`config.mk`:
```
export PLATFORM = sky130hd
export DESIGN_NAME = mgt_link_ctrl
export DESIGN_NICKNAME = d
export VERILOG_FILES = /design/src/rtl/mgt_link_ctrl.sv
export SDC_FILE = /design/constraint.sdc
export NUM_CORES = 1
export LEC_CHECK = 0
export ABC_AREA = 1
export ABC_CLOCK_PERIOD_IN_PS = 3300
export BUFFER_PORTS_ARGS = -buffer_cell sky130_fd_sc_hd__buf_4
export CORE_MARGIN = 1
export CORE_UTILIZATION = 30
export DETAILED_ROUTE_END_ITERATION = 10
export HOLD_SLACK_MARGIN = 0.12
export SLEW_MARGIN = 20
export SYNTH_ARGS = -nofsm -noshare
export SYNTH_HDL_FRONTEND = slang
export SYNTH_SLANG_ARGS = --single-unit
```
`constraint.sdc`:
```
create_clock -name clk -period 3.3 [get_ports clk]
set_input_delay 0.99 -clock clk [delete_from_list [all_inputs] [get_ports clk]]
set_output_delay 0.99 -clock clk [all_outputs]
set_load 0.01 [all_outputs]
```
`src/rtl/mgt_link_ctrl.sv`:
```
// mgt_link_ctrl: SFP GTP reset/bring-up sequencer and link supervisor.
// Ports:
//   in:  clk, rst (sync, active-high), sfp_loss (async LOS pin),
//        tx_reset_done, rx_reset_done, rx_aligned, rx_err (strobe)
//   out: gt_tx_reset, gt_rx_reset, sfp_tx_dis, link_up, fail, state[2:0]
// Optional: define MGT_LINK_STATS_EN to add drop_cnt[15:0] and los_cnt[15:0].
module mgt_link_ctrl #(
  parameter int RST_CYC   = 16,
  parameter int DONE_TMO  = 50000,
  parameter int ALIGN_TMO = 100000,
  parameter int LOS_DEB   = 64,
  parameter int ERR_WIN   = 65536,
  parameter int ERR_MAX   = 8,
  parameter int MAX_RETRY = 3
) (
  input  logic       clk,
  input  logic       rst,
  input  logic       sfp_loss,
  input  logic       tx_reset_done,
  input  logic       rx_reset_done,
  input  logic       rx_aligned,
  input  logic       rx_err,
  output logic       gt_tx_reset,
  output logic       gt_rx_reset,
  output logic       sfp_tx_dis,
  output logic       link_up,
  output logic       fail,
  output logic [2:0] state
`ifdef MGT_LINK_STATS_EN
  ,
  output logic [15:0] drop_cnt,
  output logic [15:0] los_cnt
`endif
);

  localparam int TMO_MAX =
    (ALIGN_TMO > DONE_TMO) ? ALIGN_TMO : DONE_TMO;
  localparam int HW = $clog2(RST_CYC + 1);
  localparam int TW = $clog2(TMO_MAX + 1);
  localparam int DW = $clog2(LOS_DEB + 1);
  localparam int WW = $clog2(ERR_WIN + 1);
  localparam int EW = $clog2(ERR_MAX + 1);
  localparam int RW = $clog2(MAX_RETRY + 1);

  typedef enum logic [2:0] {
    S_TX_RST   = 3'd0,
    S_TX_WAIT  = 3'd1,
    S_RX_RST   = 3'd2,
    S_RX_WAIT  = 3'd3,
    S_ALIGN    = 3'd4,
    S_UP       = 3'd5,
    S_LOS_WAIT = 3'd6,
    S_FAIL     = 3'd7
  } st_t;

  st_t st, nxt;

  logic          sync1, sync2, los;
  logic [DW-1:0] deb_cnt;
  logic [HW-1:0] hold_cnt;
  logic [TW-1:0] tmo_cnt;
  logic [WW-1:0] win_cnt;
  logic [EW-1:0] err_cnt, err_nxt;
  logic [RW-1:0] retry;
  logic          hold_done, done_tmo, align_tmo;
  logic          win_end, burst, tmo;

  // LOS: 2-FF sync, then accept a new level only after it
  // has differed from the current one for LOS_DEB cycles.
  always_ff @(posedge clk) begin
    if (rst) begin
      sync1   <= 1'b0;
      sync2   <= 1'b0;
      los     <= 1'b0;
      deb_cnt <= '0;
    end else begin
      sync1 <= sfp_loss;
      sync2 <= sync1;
      if (sync2 == los) begin
        deb_cnt <= '0;
      end else if (deb_cnt == DW'(LOS_DEB - 1)) begin
        los     <= sync2;
        deb_cnt <= '0;
      end else begin
        deb_cnt <= deb_cnt + 1'b1;
      end
    end
  end

  assign hold_done = hold_cnt == HW'(RST_CYC - 1);
  assign done_tmo  = tmo_cnt == TW'(DONE_TMO - 1);
  assign align_tmo = tmo_cnt == TW'(ALIGN_TMO - 1);
  assign win_end   = win_cnt == WW'(ERR_WIN - 1);

  // An error on the expiry cycle belongs to the new window.
  assign err_nxt = (win_end ? '0 : err_cnt) + EW'(rx_err);
  assign burst   = err_nxt >= EW'(ERR_MAX);

  always_comb begin
    nxt = st;
    tmo = 1'b0;
    case (st)
      S_TX_RST:
        if (hold_done) nxt = S_TX_WAIT;
      S_TX_WAIT:
        if (tx_reset_done) nxt = S_RX_RST;
        else if (done_tmo) tmo = 1'b1;
      S_RX_RST:
        if (hold_done) nxt = los ? S_LOS_WAIT : S_RX_WAIT;
      S_RX_WAIT:
        if (los) nxt = S_LOS_WAIT;
        else if (rx_reset_done) nxt = S_ALIGN;
        else if (done_tmo) tmo = 1'b1;
      S_ALIGN:
        if (los) nxt = S_LOS_WAIT;
        else if (rx_aligned) nxt = S_UP;
        else if (align_tmo) tmo = 1'b1;
      S_UP:
        if (los) nxt = S_LOS_WAIT;
        else if (!rx_aligned || burst) nxt = S_RX_RST;
      S_LOS_WAIT:
        if (!los) nxt = S_RX_RST;
      default: nxt = st;
    endcase
    if (tmo) begin
      if (retry == RW'(MAX_RETRY)) nxt = S_FAIL;
      else if (st == S_TX_WAIT) nxt = S_TX_RST;
      else nxt = S_RX_RST;
    end
  end

  always_ff @(posedge clk) begin
    if (rst) begin
      st          <= S_TX_RST;
      hold_cnt    <= '0;
      tmo_cnt     <= '0;
      win_cnt     <= '0;
      err_cnt     <= '0;
      retry       <= '0;
      gt_tx_reset <= 1'b1;
      gt_rx_reset <= 1'b1;
      sfp_tx_dis  <= 1'b1;
      link_up     <= 1'b0;
      fail        <= 1'b0;
    end else begin
      st <= nxt;
      if (nxt != st) begin
        hold_cnt <= '0;
        tmo_cnt  <= '0;
        win_cnt  <= '0;
        err_cnt  <= '0;
      end else begin
        if (!hold_done)
          hold_cnt <= hold_cnt + 1'b1;
        if (tmo_cnt != TW'(TMO_MAX - 1))
          tmo_cnt <= tmo_cnt + 1'b1;
        if (st == S_UP) begin
          win_cnt <= win_end ? '0 : win_cnt + 1'b1;
          err_cnt <= err_nxt;
        end
      end
      if (tmo && retry != RW'(MAX_RETRY))
        retry <= retry + 1'b1;
      else if (nxt == S_UP)
        retry <= '0;
      gt_tx_reset <= nxt == S_TX_RST || nxt == S_FAIL;
      gt_rx_reset <= nxt == S_TX_RST || nxt == S_RX_RST ||
                     nxt == S_LOS_WAIT || nxt == S_FAIL;
      sfp_tx_dis  <= nxt == S_TX_RST || nxt == S_FAIL;
      link_up     <= nxt == S_UP;
      fail        <= nxt == S_FAIL;
    end
  end

  assign state = st;

`ifdef MGT_LINK_STATS_EN
  always_ff @(posedge clk) begin
    if (rst) begin
      drop_cnt <= '0;
      los_cnt  <= '0;
    end else begin
      if (st == S_UP && nxt != S_UP && drop_cnt != 16'hFFFF)
        drop_cnt <= drop_cnt + 1'b1;
      if (st != S_LOS_WAIT && nxt == S_LOS_WAIT &&
          los_cnt != 16'hFFFF)
        los_cnt <= los_cnt + 1'b1;
    end
  end
`endif

endmodule

```
## Yosys cells after proc, flatten, opt, wreduce, memory -nomap -nowiden

Cells that the tools add are included.

| word-level totals | value |
|---|---|
| logic and storage cells | 82 |
| flip-flop bits (word level) | 62 |
| output and inout port bits | 8 |
| input port bits | 7 |

| operators by class | value |
|---|---|
| mux-type cells | 27 |
| order comparisons | 1 |
| bitwise operators | 1 |
| $add $sub $neg | 6 |
| reduce and logical (&&, ||, !) cells | 13 |
| equality and inequality tests | 20 |

Operators by type and width:

| operator | count |
|---|---|
| two-way mux 3 bit | 13 |
| adder 17 x 1 -> 17 bit (second input constant) | 2 |
| == test 17 x 16 -> 1 bit (second input constant) | 2 |
| one-hot mux 3 bit (7 select lines) | 1 |
| == test 3 bit (second input constant) | 6 |
| == test 17 bit (second input constant) | 1 |
| two-way mux 17 bit | 1 |
| inequality test 17 bit (second input constant) | 1 |
| == test 3 x 2 -> 1 bit (second input constant) | 3 |
| adder 7 x 1 -> 7 bit (second input constant) | 1 |
| == test 7 x 6 -> 1 bit (second input constant) | 1 |
| two-way mux 1 bit | 7 |
| zero test 3 bit | 2 |
| two-way mux 2 bit | 3 |
| adder 5 x 1 -> 5 bit (second input constant) | 1 |
| == test 5 x 4 -> 1 bit (second input constant) | 1 |
| logical OR 1 bit | 5 |
| adder 4 x 1 -> 4 bit | 1 |
| >= comparator 4 bit (second input constant) | 1 |
| two-way mux 4 bit | 1 |
| == test 3 x 1 -> 1 bit (second input constant) | 1 |
| inequality test 3 bit | 1 |
| one-hot mux 1 bit (3 select lines) | 1 |
| OR reduction 3 bit | 1 |
| other kinds (10) | 10 |

## Logic depth before layout (Yosys ltp)

Gate-level depths: netlist of the first run.

| logic depth | value |
|---|---|
| word-level depth | 13 |
| depth in mapped cells | 21 |

## Worst setup path before layout of the first run

No wires, ideal clock.

| timing | value |
|---|---|
| kind | reg-to-reg |
| from | register win_cnt[0] |
| to | register win_cnt[13] |
| arrival time | 2429 ps |
| path slack | 809 ps |
| cell stages (with the launch flop) | 21 |
| library setup time | 62 ps |
| buffers on the path | 1 |
| path through | dfxtp_1 ha_1 nand2_1 inv_1 nand3_1 nor3_1 nor2_1 ha_1 nand3_1 xor2_1 inv_1 nand2_1 nand3_1 nand3_4 nand2_2 nand2_1 nand2_1 nor2_2 nand2_4 buf_12 nor2_4 |

| on the way | value |
|---|---|
| longest elaborated chain between the ends | 11 |
| elaborated cells between the ends (all ways) | 13 |

Ends and longest elaborated chain:

| item | RTL line | source |
|---|---|---|
| from (decl) | 62 | `logic [WW-1:0] win_cnt;` |
| from (signal assigned) | 158 | `win_cnt <= win_end ? '0 : win_cnt + 1'b1;` |
| == test 17 x 16 -> 1 bit | 93 | `assign win_end = win_cnt == WW'(ERR_WIN - 1);` |
| two-way mux 4 bit | 96 | `assign err_nxt = (win_end ? '0 : err_cnt) + EW'(rx_err);` |
| adder 4 x 1 -> 4 bit | 96 |  |
| >= comparator 4 bit | 97 | `assign burst = err_nxt >= EW'(ERR_MAX);` |
| logical OR 1 bit | 120 | `else if (!rx_aligned \|\| burst) nxt = S_RX_RST;` |
| two-way mux 3 bit | 120 |  |
| two-way mux 3 bit | 119 | `if (los) nxt = S_LOS_WAIT;` |
| one-hot mux 3 bit (7 select lines) | 102 | `case (st)` |
| two-way mux 3 bit | 125 | `if (tmo) begin` |
| inequality test 3 bit | 147 | `if (nxt != st) begin` |
| OR reduction 2 bit (no line) | - |  |

Parallel ways exist; a longest one is shown, timed or not.
A chain may end at the register's enable or synchronous reset.

## Worst setup path after layout of the first run

| timing | value |
|---|---|
| from | register win_cnt[8] |
| to | register hold_cnt[4] |

| on the way | value |
|---|---|
| longest elaborated chain between the ends | 11 |

Ends and longest elaborated chain:

| item | RTL line | source |
|---|---|---|
| == test 17 x 16 -> 1 bit | 93 |  |
| two-way mux 4 bit | 96 |  |
| adder 4 x 1 -> 4 bit | 96 |  |
| >= comparator 4 bit | 97 |  |
| logical OR 1 bit | 120 |  |
| two-way mux 3 bit | 120 |  |
| two-way mux 3 bit | 119 |  |
| one-hot mux 3 bit (7 select lines) | 102 |  |
| two-way mux 3 bit | 125 |  |
| inequality test 3 bit | 147 |  |
| OR reduction 2 bit (no line) | - |  |
| to (signal assigned) | 154 | `hold_cnt <= hold_cnt + 1'b1;` |
| to (decl) | 60 | `logic [HW-1:0] hold_cnt;` |

No other way between the ends.

==> reports/qor.csv, run 1 <==
metric,value,unit
sequential power share,42.0,%
ANT nets after route,0,
kind of critical path,register to register,
I/O pin count,15,
GRT Overall Usage,12.6,%
RSZ-0062 raised after global routing,false,
chip width,109,um
first-pass GRT wire length,11800,um
outcome,"finished, final reports clean",
CTS tree,yes,
Adder-Cell Fraction of Synth Area,2.89,%
"FF+latch count, synth",62,
1st-iter DRT viols,163,
DRC viols,0,
clk buf depth,2,
post-synthesis sequential area ratio,35.9,%
Placement Setup Slack,0.314,ns
grt total ovfl,0,
routed len/inst,10.6,um
via density per instance,4.49,
mapped cell area,3460,um^2
Tmin final,2.91,ns
router iterations before antenna repair,5,
switching pwr,368,uW
final period utilization,88.3,%
Syn Nets,473,
CTS Hold Bufs,0,
Post-synth top flop,dfxtp_1,
P&R area growth vs syn,15.9,%
DP HPWL,4850,um
cell internal pwr,1450,uW
WL final,6580,um
Least-Margin Pin Slew,0.391,ns
number of diodes,0,
die area,12000,um^2
"Req. time, crit path",3.51,ns
Final setup viols,0,
PwrDens,453,nW/um^2
gpl congestion,0.833,
Max Cap Viol,0,
CTS Root Cell,clkbuf_16,
Setup crit end kind,register,
main combinational cell family by area after synthesis,simple AND/OR/NAND/NOR gates,
vias in the first global route,2817,
ratio of cells with drive above 1 in the final layout,21.0,%
Post-synth EDFFs,0,
CTS Buf Count,9,
maximum fanout along the worst path,13,
num rows,38,
CTS Sinks,62,
Synth Area in XOR/XNOR,6.07,%
Synth Area in Compound Gates,5.67,%
Ys Warns,0,
clock power share,54.3,%
R2R Setup Slk,0.39,ns
Core ar.,11000,um^2
Setup TNS,0,ns
leakage power,0.00157,uW
PnR worst setup slack,0.387,ns
worst hold margin,0.401,ns
Synth Area per Inst,7.56,um^2
Starting Density,31.4,%
Max VDD drop,0.270,mV
final hold violation count,0,
Max Fclk,0.343,GHz
Final Max Tran Viols,0,
cells after synthesis,458,
Rel. slew slack,73.9,%
CTS H-tree depth,3,
Die Span Y,109,um
worst path arrival time,3.12,ns
Post-Synth Simple-Gate Area,39.6,%
Synth async-reset ratio,0,%
Hold WC Path Type,register to register,
largest net degree at the start of global routing,22,
switching share of total power,20.3,%
mux contribution to synthesized area,0.614,%
synth unique cells,39,
worst-skew pair later-pin latency,0.33,ns
Worst Clk Skew,0.00819,ns
antenna violations before repair,0,
nets@finish,492,
via count,2794,
power share of the combinational group,3.6,%
final non-filler cell total,622,
number of buffers added on ports,14,
startpoint types,register,
Cells after DPL,606,
"Reg clk slew, reported paths",0.05,ns
-- sequential cells by signal, indices dropped and copies added (netlist names) --
| name | count |
|---|---|
| deb_cnt | 7 |
| retry | 2 |
| sync2 | 1 |
| win_cnt | 17 |
| state | 3 |
| tmo_cnt | 17 |
| los | 1 |
| gt_rx_reset | 1 |
| link_up | 1 |
| fail | 1 |
| err_cnt | 4 |
| sfp_tx_dis | 1 |
| hold_cnt | 5 |
| sync1 | 1 |
-- logic make-up (layout without fill, tap and decap cells) --
| family | Yosys count | count (layout) |
|---|---|---|
| XOR/XNOR | 24 | 24 |
| buffers and inverters | 70 | 94 |
| AND/OR/NAND/NOR | 258 | 258 |
| AO/OA/AOI/OAI | 34 | 34 |
| multiplexers | 2 | 2 |
| flip-flops | 62 | 62 |
| adder cells (fa/ha/maj) | 8 | 8 |
-- power groups by stage --
stage,clock [uW],combinational [uW],sequential (uW)
5_1_grt,1040,72.8,765
6_report,988,66.0,764
3_5_place_dp,0,66.8,780
4_1_cts,1020,67.2,764
3_3_place_gp,0,66.2,779
2_1_floorplan,0,55.6,778
-- through the flow --
| step | utilization (%) | power [uW] | cell area [um^2] |
|---|---|---|---|
| 2_1_floorplan | - | 834 | 3460 |
| 3_3_place_gp | 33.4 | 846 | 3690 |
| 3_5_place_dp | 33.4 | 847 | 3690 |
| 4_1_cts | 36.3 | 1850 | 4010 |
| 5_1_grt | 36.4 | 1880 | 4010 |
| 6_report | 36.4 | 1820 | 4010 |
-- synthesized netlist by cell type (6+ instances only) --
| cell type | instances | area [um^2] |
|---|---|---|
| inv_1 | 57 | 214 |
| o21ai_0 | 12 | 60.1 |
| nand2_2 | 6 | 37.5 |
| nor2_1 | 60 | 225 |
| xor2_1 | 18 | 158 |
| dfxtp_1 | 62 | 1240 |
| xnor2_1 | 6 | 52.6 |
| nand4_1 | 12 | 75.1 |
| nor2_2 | 25 | 156 |
| ha_1 | 8 | 100 |
| nand3_1 | 36 | 180 |
| nand2_1 | 77 | 289 |
| nor2_4 | 21 | 236 |
| a21oi_1 | 11 | 55.1 |
-- path summary, 6_finish.rpt --
check / from / end / cells past startpoint
max: win_cnt[8]$_SDFFE_PP0P_ / hold_cnt[4]$_SDFFE_PP0N_ / 20
min: sync1$_SDFF_PP0_ / sync2$_SDFF_PP0_ / 2
max reg2reg: win_cnt[8]$_SDFFE_PP0P_ / hold_cnt[4]$_SDFFE_PP0N_ / 20
min reg2reg: sync1$_SDFF_PP0_ / sync2$_SDFF_PP0_ / 2
-- worst max-delay path, cell delays in order, from the launching register on --
cell and delay (ns):
dfxtp_1 0.36, nand2_1 0.15, nor2_2 0.18, nand2_1 0.08
nor3_2 0.22, nor2_1 0.08, ha_1 0.20, nand3_1 0.11
xor2_1 0.15, inv_1 0.05, nand2_1 0.12, nand2_1 0.06
nand2_1 0.08, nand3_2 0.10, nand2_2 0.11, nand2_1 0.06
nand2_1 0.08, nor2_2 0.05, nand2_4 0.25, buf_4 0.26
nor2_2 0.04
-- cell type report --
| type | count | area, um^2 |
|---|---|---|
| Tap cell | 140 | 175 |
| Sequential cell | 62 | 1240 |
| Timing Repair Buffer | 18 | 148 |
| Clock inverter | 2 | 37.5 |
| Multi-Input combinational cell | 326 | 1900 |
| Fill cell | 1164 | 7020 |
| Clock buffer | 14 | 284 |
| Inverter | 60 | 225 |
-- layer usage --
metal	track usage, %	wire length [um]
met2	21.1	3100
met1	14.6	3140
met3	4.74	239
met4	4.95	99
met5	0	0
-- cells in the final DEF (no fill, tap or decap), types with 2 or more instances in the layout --
master / netlist / layout
a21oi_1: 11 / 11
a22oi_1: 2 / 2
and3_1: 2 / 2
buf_4: 3 / 17
clkbuf_16: 0 / 9
clkbuf_8: 0 / 4
dfxtp_1: 62 / 62
ha_1: 8 / 8
inv_1: 57 / 57
inv_2: 3 / 3
nand2_1: 77 / 77
nand2_2: 6 / 6
nand2_4: 3 / 3
nand3_1: 36 / 36
nand3_2: 3 / 3
nand4_1: 12 / 12
nor2_1: 60 / 60
nor2_2: 25 / 25
nor2_4: 21 / 21
nor3_1: 5 / 4
nor3_2: 1 / 2
nor3b_1: 2 / 2
o211ai_1: 3 / 3
o21ai_0: 12 / 12
o22ai_1: 2 / 2
or2_2: 2 / 2
xnor2_1: 6 / 6
xor2_1: 18 / 18
-- what timing repair did --
item                                    4_1_cts  5_1_grt
setup buffers                                 0        0
gates resized for setup                       0        1
endpoints found under the setup margin        0       34
hold endpoints to repair                      0        0
Power figures use the tool's default switching activity.
==> run 2: changes to the inputs <==
- CORE_ASPECT_RATIO: unset -> 0.75
- CORE_MARGIN: 1 -> 5
==> run 2 against run 1 <==
Global-route usage is 2.1 points lower. Register-to-register slack about the same. Critical path depth unchanged. First-iteration DRC count fell by 36%. Final area shrank 0.94%. Highest routed layer unchanged. Largest cell class unchanged. Cell count grew 0.32%.
==> reports/qor.csv, run 2 (synthesis results as in run 1) <==
metric,value,unit
outcome,"finished, final reports clean",
number of buffers added on ports,14,
leakage power,0.00154,uW
worst-skew pair later-pin latency,0.33,ns
grt met3 use,3.46,%
ratio of cells with drive above 1 in the final layout,20.8,%
maximum fanout along the worst path,26,
CTS H-tree depth,3,
FILL cells,1161,
first-pass GRT wire length,11900,um
most frequent cells in the layout,"nand2_1 (77), dfxtp_1 (62), nor2_1 (60), inv_1 (57), nand3_1 (36)",
Worst Clk Skew,0.00463,ns
Max VDD drop,0.257,mV
via density per instance,4.44,
Reg2Reg Depth,20,
Final Max Tran Viols,0,
Top Usage Layer GRT,met2,
DP HPWL,4930,um
antenna violations before repair,0,
num rows,34,
worst path arrival time,3.11,ns
WL final,6840,um
hold path cells,2,
Post-DP Area,3660,um^2
via count,2773,
1st-iter DRT viols,105,
Core ar.,11400,um^2
Die Span Y,103,um
"Reg clk slew, reported paths",0.06,ns
final period utilization,88.0,%
largest registers,"tmo_cnt: 17 flops, win_cnt: 17 flops, deb_cnt: 7 flops",
I/O pin count,15,
Max Fclk,0.344,GHz
startpoint types,register,
PwrDens,445,nW/um^2
kind of critical path,register to register,
cell area after layout,3980,um^2
clk buf depth,2,
Final setup viols,0,
P&R area growth vs syn,14.9,%
CTS Buf Count,9,
Rel. slew slack,72.8,%
Setup TNS,0,ns
DRC viols,0,
Max Cap Viol,0,
Least-Margin Pin Slew,0.408,ns
Starting Density,30.3,%
vias in the first global route,2742,
final hold violation count,0,
"Req. time, crit path",3.51,ns
CTS Sinks,62,
Power Total,1770,uW
Setup crit end kind,register,
die area,13800,um^2
grt total ovfl,0,
GRT Overall Usage,10.5,%
CTS Root Cell,clkbuf_16,
"most common cell after layout, fill and taps aside",nand2_1,
number of diodes,0,
RSZ-0062 raised after global routing,false,
CTS tree,yes,
largest net degree at the start of global routing,27,
ANT nets after route,0,
Tmin final,2.90,ns
routed len/inst,11.0,um
chip width,134,um
routing usage on met1,13.5,%
nets@finish,490,
gpl congestion,0.848,
Hold WC Path Type,register to register,
router iterations before antenna repair,4,
grt met2 use,16.3,%
[run 2: cell count changes in the layout (fill, tap and decap cells not counted), sizes merged]
cell,delta
inv,+1
clkinv,+1
buf,-2
clkbuf,-5
clkinvlp,+3
[run 2: timing repair]
action | CTS | global route
setup endpoints to repair | 0 | 43
gates resized for setup | 0 | 3
buffers inserted | 0 | 0
hold buffers | 0 | 0
[run 2: area by class of cell]
class	count	area, um^2	area share, %
repair buffers	16	128	3.21
clock buffers	9	225	5.66
well taps	144	180	4.53
inverters	60	225	5.66
multi-input cells	326	1900	47.9
flip-flops and latches	62	1240	31.2
clock inverters	7	73.8	1.86
[run 2: path summary, 6_finish.rpt]
path	endpoint	slack, ns	from
hold / removal	sync2$_SDFF_PP0_	0.41	sync1$_SDFF_PP0_
setup / recovery	win_cnt[16]$_SDFFE_PP0P_	0.40	win_cnt[8]$_SDFFE_PP0P_
setup reg to reg	win_cnt[16]$_SDFFE_PP0P_	0.40	win_cnt[8]$_SDFFE_PP0P_
hold reg to reg	sync2$_SDFF_PP0_	0.41	sync1$_SDFF_PP0_
[run 2: critical path, stage by stage (launching register included)]
cell and delay (ns):
dfxtp_1 0.38, nand2_1 0.16, nor2_2 0.18, nand2_1 0.09, nor3_2 0.26, nor2_1 0.07, ha_1 0.21, nand3_1 0.10
xor2_1 0.14, inv_1 0.05, nand2_1 0.11, nand2_1 0.07, nand2_1 0.08, nand3_2 0.11, nand2_2 0.12, nand2_1 0.06
nand2_1 0.08, nor2_2 0.05, nand2_4 0.07, buf_6 0.33, nor2_2 0.06
[run 2: through the flow]
step | hold slack [ns] | util, % | worst slack [ns] | cells
3_5_place_dp | 0.395 | 32.0 | 0.207 | 608
4_1_cts | 0.410 | 34.6 | 0.186 | 624
5_1_grt | 0.433 | 34.7 | 0.0505 | 624
6_report | 0.406 | 34.7 | 0.397 | 624
3_3_place_gp | 0.400 | 32.0 | 0.324 | 608
2_1_floorplan | 0.388 | - | 0.809 | 458
[run 2: report_power, final]
| part | internal [uW] | switching (uW) |
|---|---|---|
| registers | 757 | 6.63 |
| logic | 23.6 | 40.8 |
| clock network | 585 | 356 |
[run 2: routing by layer]
metal	vias to the layer above	share of wire (%)
met5	-	0
met2	32	42
met4	0	2.1
li1	1483	-
met3	12	4.2
met1	1246	51
==> run 3: changes to the inputs <==
- BUFFER_PORTS_ARGS: -buffer_cell sky130_fd_sc_hd__buf_4 -> -buffer_cell sky130_fd_sc_hd__buf_2
==> run 3 against run 2 <==
Via count up 1.3%. Count of clock-buffer cells in the layout is 1 higher. Sequential share of layout area fell by 0.24 points. First-iteration DRC count grew 85%. Non-clock buffer count rose by 2. Die area unchanged. Total power up 5.6%. Routed wire length shrank 2.6%. Clock power is 11% higher. Global-route usage about the same. Utilization increased by 0.27 points. Critical path type unchanged.
==> reports/qor.csv, run 3 (synthesis results as in run 1) <==
metric,value,unit
PwrDens,466,nW/um^2
final period utilization,89.1,%
Setup TNS,0,ns
switching share of total power,21.3,%
"most common cell after layout, fill and taps aside",nand2_1,
Core ar.,11400,um^2
die area,13800,um^2
cell internal pwr,1470,uW
routed len/inst,10.6,um
Reg2Reg Depth,20,
Setup crit end kind,register,
1st-iter DRT viols,194,
worst-skew pair later-pin latency,0.33,ns
FF-to-FF End,tmo_cnt[10]$_SDFFE_PP0P_,
Least-Margin Pin Slew,0.392,ns
most frequent cells in the layout,"nand2_1 (77), dfxtp_1 (62), nor2_1 (60), inv_1 (57), nand3_1 (36)",
power share of the combinational group,3.5,%
WL final,6660,um
largest registers,"tmo_cnt: 17 flops, win_cnt: 17 flops, deb_cnt: 7 flops",
grt total ovfl,0,
Worst R2R Start,win_cnt[8]$_SDFFE_PP0P_,
ratio of cells with drive above 1 in the final layout,21.2,%
GRT Overall Usage,10.5,%
via count,2809,
sequential power share,40.9,%
worst setup path start,win_cnt[8]$_SDFFE_PP0P_,
router iterations before antenna repair,4,
switching pwr,398,uW
CTS Root Cell,clkbuf_16,
DP HPWL,5070,um
via density per instance,4.49,
Hold WC Path Type,register to register,
"Reg clk slew, reported paths",0.06,ns
nets@finish,492,
CTS Sinks,62,
worst path arrival time,3.16,ns
maximum fanout along the worst path,14,
I/O pin count,15,
"Req. time, crit path",3.52,ns
RSZ-0062 raised after global routing,false,
clk buf depth,2,
Worst Hold End,sync2$_SDFF_PP0_,
hold path cells,2,
clock power share,55.6,%
Rel. slew slack,73.8,%
Worst Clk Skew,0.00688,ns
Max Cap Viol,0,
CTS H-tree depth,3,
number of buffers added on ports,14,
P&R area growth vs syn,15.8,%
CTS Buf Count,9,
Post-CTS Setup Bufs,0,
Die Span Y,103,um
kind of critical path,register to register,
first-pass GRT wire length,11800,um
Tmin final,2.94,ns
"Core Util, Final",35.0,%
Final setup viols,0,
hold_sp,sync1$_SDFF_PP0_,
startpoint types,register,
vias in the first global route,2643,
R2R Setup Slk,0.36,ns
CTS tree,yes,
Final Max Tran Viols,0,
Max VDD drop,0.266,mV
Max Fclk,0.340,GHz
number of diodes,0,
ANT nets after route,0,
DRC viols,0,
num rows,34,
gpl congestion,0.831,
final hold violation count,0,
outcome,"finished, final reports clean",
leakage power,0.00157,uW
largest net degree at the start of global routing,15,
Starting Density,30.3,%
antenna violations before repair,0,
chip width,134,um
-- run 3: cell count changes in the layout (fill, tap and decap cells not counted), sizes merged --
cell | before | now
clkbuf | 9 | 10
clkinv | 1 | 2
buf | 16 | 18
clkinvlp | 4 | 1
bufinv | 1 | 2
-- run 3: area by class of cell --
cell class	count	area, um^2
multi-input cells	326	1900
inverters	60	225
fillers	1185	7440
clock buffers	10	239
repair buffers	18	125
well taps	144	180
clock inverters	6	93.8
flip-flops and latches	62	1240
-- run 3: routing by layer --
layer,share of wire (%),wire [um],vias up,track usage (%)
met4,0.60,40,0,2.50
li1,-,-,1488,-
met1,52,3440,1279,13.3
met5,0,0,-,0
met3,4.7,310,4,4.63
met2,43,2870,38,16.8
-- run 3: timing repair --
item,in CTS,in global routing
setup endpoints to repair,0,33
hold buffers,0,0
resized for setup,0,1
-- run 3: critical path, cell delays in order (launching register included) --
cell and delay, ns:
dfxtp_1 0.36, nand2_1 0.15, nor2_2 0.17, nand2_1 0.08
nor3_2 0.25, nor2_1 0.08, ha_1 0.21, nand3_1 0.11
xor2_1 0.15, inv_1 0.05, nand2_1 0.12, nand2_1 0.06
nand2_1 0.08, nand3_2 0.11, nand2_2 0.11, nand2_1 0.06
nand2_1 0.09, nor2_2 0.05, nand2_4 0.26, buf_4 0.25
nor2_4 0.04
-- run 3: how the worst max path moves through the flow --
stage	endpoint	slack, ns	depth (start not counted)
floorplan	win_cnt[13]$_SDFFE_PP0P_	0.81	20
global placement	tmo_cnt[10]$_SDFFE_PP0P_	0.35	21
detailed placement	tmo_cnt[10]$_SDFFE_PP0P_	0.26	21
CTS	tmo_cnt[10]$_SDFFE_PP0P_	0.23	21
global route	tmo_cnt[10]$_SDFFE_PP0P_	0.002	21
finish	tmo_cnt[10]$_SDFFE_PP0P_	0.36	20
-- run 3: power by group through the flow --
| stage | Sequential [uW] | Combinational [uW] | Clock (uW) |
|---|---|---|---|
| final | 764 | 66.1 | 1040 |
| after CTS | 763 | 67.6 | 1070 |
| after global placement | 779 | 65.7 | 0 |
| after floorplan | 778 | 55.6 | 0 |
| after global routing | 764 | 74.9 | 1100 |
| after detailed placement | 780 | 67.2 | 0 |
-- run 3: metrics by stage --
step | setup WS, ns | hold slack, ns | cells | power (uW) | cell area (um^2)
6_report | 0.361 | 0.409 | 626 | 1870 | 4010
5_1_grt | 0.00163 | 0.431 | 626 | 1940 | 4010
4_1_cts | 0.232 | 0.410 | 626 | 1900 | 4000
3_5_place_dp | 0.257 | 0.405 | 610 | 847 | 3670
3_3_place_gp | 0.351 | 0.398 | 610 | 845 | 3670
2_1_floorplan | 0.809 | 0.388 | 458 | 834 | 3460
